### config.mk
export PLATFORM = sky130hd
export DESIGN_NAME = adder100_serial_frontend
export DESIGN_NICKNAME = d
export VERILOG_FILES = /design/src/rtl/adder100_serial_frontend.sv
export SDC_FILE = /design/constraint.sdc
export NUM_CORES = 1
export LEC_CHECK = 0
export ABC_AREA = 1
export BUFFER_PORTS_ARGS = -buffer_cell sky130_fd_sc_hd__buf_4
export CAP_MARGIN = 40
export CORE_ASPECT_RATIO = 1.75
export CORE_MARGIN = 3
export CORE_UTILIZATION = 40
export DETAILED_ROUTE_END_ITERATION = 16
export RECOVER_POWER = 25
export SKIP_LAST_GASP = 1
export SYNTH_ARGS = -nofsm -noshare
export SYNTH_HDL_FRONTEND = slang
export SYNTH_SLANG_ARGS = --single-unit
### constraint.sdc
create_clock -name clk -period 2.5 [get_ports clk]
set_clock_uncertainty 0.1 [all_clocks]
set_input_delay 0.125 -clock clk [delete_from_list [all_inputs] [get_ports clk]]
set_output_delay 0.125 -clock clk [all_outputs]
set_load 0.005 [all_outputs]
### src/rtl/adder100_serial_frontend.sv
// Operand loader and result serialiser wrapped around an external 100-bit adder.
// A then B arrive as narrow words (LS word first); {Cout,Sum} is captured once and streamed back out.
module adder100_serial_frontend #(
    parameter int WORD_W    = 20,
    parameter int NUM_WORDS = 5
) (
    input  logic                          clk,
    input  logic                          reset,
    input  logic                          in_valid,
    output logic                          in_ready,
    input  logic [WORD_W-1:0]             in_data,
    input  logic                          in_cin,
    output logic [WORD_W*NUM_WORDS-1:0]   add_a,
    output logic [WORD_W*NUM_WORDS-1:0]   add_b,
    output logic                          add_cin,
    input  logic [WORD_W*NUM_WORDS-1:0]   add_sum,
    input  logic                          add_cout,
    output logic                          out_valid,
    input  logic                          out_ready,
    output logic [WORD_W-1:0]             out_data,
    output logic                          out_last,
    output logic                          out_carry,
    output logic                          busy
);

    localparam int DATA_W = WORD_W * NUM_WORDS;
    localparam int IDX_W  = (NUM_WORDS > 1) ? $clog2(NUM_WORDS) : 1;
    localparam logic [IDX_W-1:0] LAST_IDX = IDX_W'(NUM_WORDS - 1);

    typedef enum logic [1:0] {
        S_LOAD_A,
        S_LOAD_B,
        S_CAPTURE,
        S_SEND
    } state_t;

    state_t             r_state;
    state_t             w_state_next;
    logic [IDX_W-1:0]   r_idx;
    logic [IDX_W-1:0]   w_idx_next;
    logic [DATA_W-1:0]  r_add_a;
    logic [DATA_W-1:0]  r_add_b;
    logic               r_cin;
    logic [DATA_W:0]    r_result;
    logic               w_in_ready;
    logic               w_out_valid;
    logic               w_last_idx;
    logic               w_wr_a;
    logic               w_wr_b;
    logic [WORD_W-1:0]  w_res_words [NUM_WORDS];

    assign w_last_idx = (r_idx == LAST_IDX);
    assign w_wr_a     = (r_state == S_LOAD_A) && in_valid;
    assign w_wr_b     = (r_state == S_LOAD_B) && in_valid;

    always_ff @(posedge clk) begin
        if (reset) begin
            r_state <= S_LOAD_A;
            r_idx   <= '0;
        end else begin
            r_state <= w_state_next;
            r_idx   <= w_idx_next;
        end
    end

    // Index only moves on a handshake; everything else holds.
    always_comb begin
        w_state_next = r_state;
        w_idx_next   = r_idx;
        w_in_ready   = 1'b0;
        w_out_valid  = 1'b0;
        case (r_state)
            S_LOAD_A: begin
                w_in_ready = 1'b1;
                if (in_valid) begin
                    if (w_last_idx) begin
                        w_state_next = S_LOAD_B;
                        w_idx_next   = '0;
                    end else begin
                        w_idx_next = r_idx + 1'b1;
                    end
                end
            end
            S_LOAD_B: begin
                w_in_ready = 1'b1;
                if (in_valid) begin
                    if (w_last_idx) begin
                        w_state_next = S_CAPTURE;
                        w_idx_next   = '0;
                    end else begin
                        w_idx_next = r_idx + 1'b1;
                    end
                end
            end
            S_CAPTURE: begin
                w_state_next = S_SEND;
                w_idx_next   = '0;
            end
            S_SEND: begin
                w_out_valid = 1'b1;
                if (out_ready) begin
                    if (w_last_idx) begin
                        w_state_next = S_LOAD_A;
                        w_idx_next   = '0;
                    end else begin
                        w_idx_next = r_idx + 1'b1;
                    end
                end
            end
            default: begin
                w_state_next = S_LOAD_A;
                w_idx_next   = '0;
            end
        endcase
    end

    always_ff @(posedge clk) begin
        if (reset) begin
            r_add_a  <= '0;
            r_add_b  <= '0;
            r_cin    <= 1'b0;
            r_result <= '0;
        end else begin
            for (int i = 0; i < NUM_WORDS; i++) begin
                if (w_wr_a && (r_idx == IDX_W'(i)))
                    r_add_a[i*WORD_W +: WORD_W] <= in_data;
                if (w_wr_b && (r_idx == IDX_W'(i)))
                    r_add_b[i*WORD_W +: WORD_W] <= in_data;
            end
            if (w_wr_a && (r_idx == '0))
                r_cin <= in_cin;
            // The adder is combinational; its output is only trusted here.
            if (r_state == S_CAPTURE)
                r_result <= {add_cout, add_sum};
        end
    end

    genvar gi;
    generate
        for (gi = 0; gi < NUM_WORDS; gi++) begin : g_res_words
            assign w_res_words[gi] = r_result[gi*WORD_W +: WORD_W];
        end
    endgenerate

    assign in_ready  = w_in_ready;
    assign out_valid = w_out_valid;
    assign out_data  = w_out_valid ? w_res_words[r_idx] : '0;
    assign out_last  = w_out_valid && w_last_idx;
    assign out_carry = w_out_valid && w_last_idx && r_result[DATA_W];
    assign busy      = !((r_state == S_LOAD_A) && (r_idx == '0));
    assign add_a     = r_add_a;
    assign add_b     = r_add_b;
    assign add_cin   = r_cin;

endmodule

==> results.py <==
metrics = {
    "sta": {
        "hold_viol": 0,
        "slew_headroom_pct": 44.3,
        "holdWs_ns": 0.0110,
        "worst_pin_slew_ns": 0.834,
        "rsz0062_at_grt": "no",
        "setup_viol": 0,
        "drv_slew": 0,
        "fmax_mhz": 428,
        "min_period_over_period_pct": 93.4,
        "min_period_ns": 2.33,
        "fin_tns_setup_ns": 0,
    },
    "finish": {
        "final_layout_size_suffix_gt1_share_pct": 18.8,
        "final_common_cell": "nor2_1",
        "area_growth_pct": 40.9,
        "num_antenna_cells": 0,
        "final_cell_mix": "nor2_1 (380), dfxtp_1 (306), o21ai_0 (251), buf_4 (246), nand2_1 (195)",
        "fin_nets": 2169,
    },
    "route": {
        "firstDrtPassIters": 5,
        "vias": 12094,
        "wire_per_inst_um": 18.0,
        "drt_iter0_drc": 676,
        "via_per_inst": 4.97,
        "drtAntennaViolNets": 0,
        "drc": 0,
        "wirelength_um": 43700,
    },
    "clock_tree": {
        "cts_buffers": 29,
        "clk_latency_ns": 0.57,
        "cts_num_sinks": 307,
        "clock_path_buffers": 3,
        "htreeDepth": 1,
        "path_clk_slew_ns": 0.07,
        "cts_tree": "yes",
        "clock-root-buffer": "clkbuf_16",
    },
    "power_and_ir_drop": {
        "p_total_mw": 15.3,
        "power.switching_mw": 5.15,
        "power_frac_seq_pct": 40.7,
        "power_frac_clock_pct": 29.5,
        "ir_worst_vdd_mv": 0.702,
        "power.density_nw_per_um2": 911,
        "p_sw_share_pct": 33.7,
        "combPwrFrac_pct": 29.8,
        "p_int_mw": 10.1,
        "p_leak_nw": 7.22,
    },
    "synth": {
        "syn-num-nets": 1767,
        "netlist_instances": 1632,
        "netlist_area_um2": 11900,
        "ys_warn_count": 0,
        "ys_ff_latch": 307,
        "ys_seq_area_share_pct": 51.6,
        "ys_types": 18,
        "synth.avg_cell_area_um2": 7.29,
    },
    "die": {
        "core_um2": 28900,
        "rows": 82,
        "die_w_um": 136,
        "chipHeight_um": 234,
        "dieArea_um2": 31900,
        "initial_core_util_pct": 41.1,
        "ios": 352,
    },
    "worst_setup_path": {
        "worst-path-max-fanout": 40,
        "start_kind": "register",
        "critPathRequiredTime_ns": 2.28,
        "crit_chain": "inv_2 > buf_6 > nand2_1 > nand3_1 > nand2_1 > nand2_1 > a21oi_1 > buf_4",
        "crit_top_cell": "nand2_1",
        "critPathKind": "reg2out",
        "end_kind": "primary output",
        "cp.arrival_ns": 2.11,
        "cp_slowest_cell": "dfxtp_2",
        "cp_slowest_stage_delay_ns": 0.38,
    },
    "global_routing": {
        "grt_max_degree": 111,
        "antenna_found_initial": 0,
        "grt_pass1_wl_um": 65200,
        "grtUsageTotal_pct": 26.2,
        "grt_overflow": 0,
        "grt_pass1_vias": 11539,
    },
    "flow_run": {
        "max_cap_viol_count": 0,
    },
    "placement": {
        "hpwl_um": 30200,
        "portBuffers": 351,
        "gp_congestion": 0.858,
    },
    "worst_hold_path": {
        "hp-class": "in2reg",
    },
    "status": {
        "status": "complete, no violations",
    },
}
## stage by stage
step / instance area, um^2 / utilization [%] / std cells / worst slack (ns)
2_1_floorplan: 11900 / - / 1632 / 0.738
3_3_place_gp: 14800 / 51.0 / 2258 / 0.103
3_5_place_dp: 14800 / 51.0 / 2258 / 0.0486
4_1_cts: 17000 / 58.6 / 2435 / 0.00704
5_1_grt: 16800 / 57.9 / 2435 / 0.0444
6_report: 16800 / 57.9 / 2435 / 0.166
## cells by family after synthesis
family	synth area share, %
adders and majority gates	0.946
buffers and inverters	8.33
DFF	51.6
AOI/OAI and AO/OA	17.2
and+or+nand+nor	21.9
## power by group through the flow
stage,sequential (mW),clock (mW),combinational [mW]
floorplan,6.28,0,2.61
global placement,6.29,0,4.45
detailed placement,6.33,0,4.48
CTS,6.23,4.60,4.67
global route,6.30,4.79,5.09
finish,6.22,4.50,4.55
## state kept, by name, indices dropped and copies added, names as in the netlist
name,count
add_cin,1
r_state,2
r_idx,3
add_a,100
add_b,100
r_result,101
## worst paths after layout
check                           slack (ns)                   endpoint  cells after the start                      start
worst max-delay path                  0.17                out_data[3]                      8      r_idx[0]$_SDFFE_PP0P_
worst min-delay path                  0.01    r_state[1]$_SDFFE_PP0P_                      5                  out_ready
worst max register to register        0.23     add_b[90]$_SDFFE_PP0P_                      9      r_idx[0]$_SDFFE_PP0P_
worst min register to register        0.35  r_result[20]$_SDFFE_PP0N_                      2  r_result[20]$_SDFFE_PP0N_
## what timing repair did
| item | 4_1_cts | 5_1_grt |
|---|---|---|
| setup buffers | 0 | 0 |
| hold endpoints to repair | 302 | 0 |
| gates resized for setup | 2 | 5 |
| hold buffers | 123 | 0 |
| endpoints found under the setup margin | 8 | 25 |
## cell type report
cell class              instances  area [um^2]
clock buffers                  44          852
clock inverters                10          110
fillers                      2809        12200
inverters                     105          402
multi-input cells            1081         4790
flip-flops and latches        307         6150
well taps                     378          473
repair buffers                510         3990
## worst max-delay path, delay by kind of cell (launching register included)
| kind | cells | cell delay [ns] |
|---|---|---|
| DFF | 1 | 0.38 |
| buffers and inverters | 3 | 0.42 |
| and+or+nand+nor | 4 | 0.57 |
| AOI/OAI and AO/OA | 1 | 0.16 |
## synth_stat cells
master,instances,share of area [%]
nand3_1,82,3.4
inv_2,5,0.16
buf_1,1,0.032
nand2_1,195,6.2
clkbuf_1,82,2.6
ha_1,9,0.95
buf_2,54,2.3
a21oi_1,144,6.1
o21ai_0,251,11
nand2_2,1,0.053
buf_4,2,0.13
nor3_2,1,0.084
nor3b_1,1,0.063
dfxtp_1,307,52
o21ai_1,14,0.59
nor2_1,382,12
inv_1,100,3.2
nor3_1,1,0.042
## routing by layer
metal | GRT usage, % | vias to the layer above | share of wire [%]
met5 | 0 | - | 0
met4 | 13.7 | 0 | 5.6
met3 | 5.52 | 94 | 6.8
met2 | 48.1 | 403 | 51
met1 | 27.7 | 5586 | 36
li1 | - | 6011 | -
Note: power is estimated with default switching activity, not from simulation.
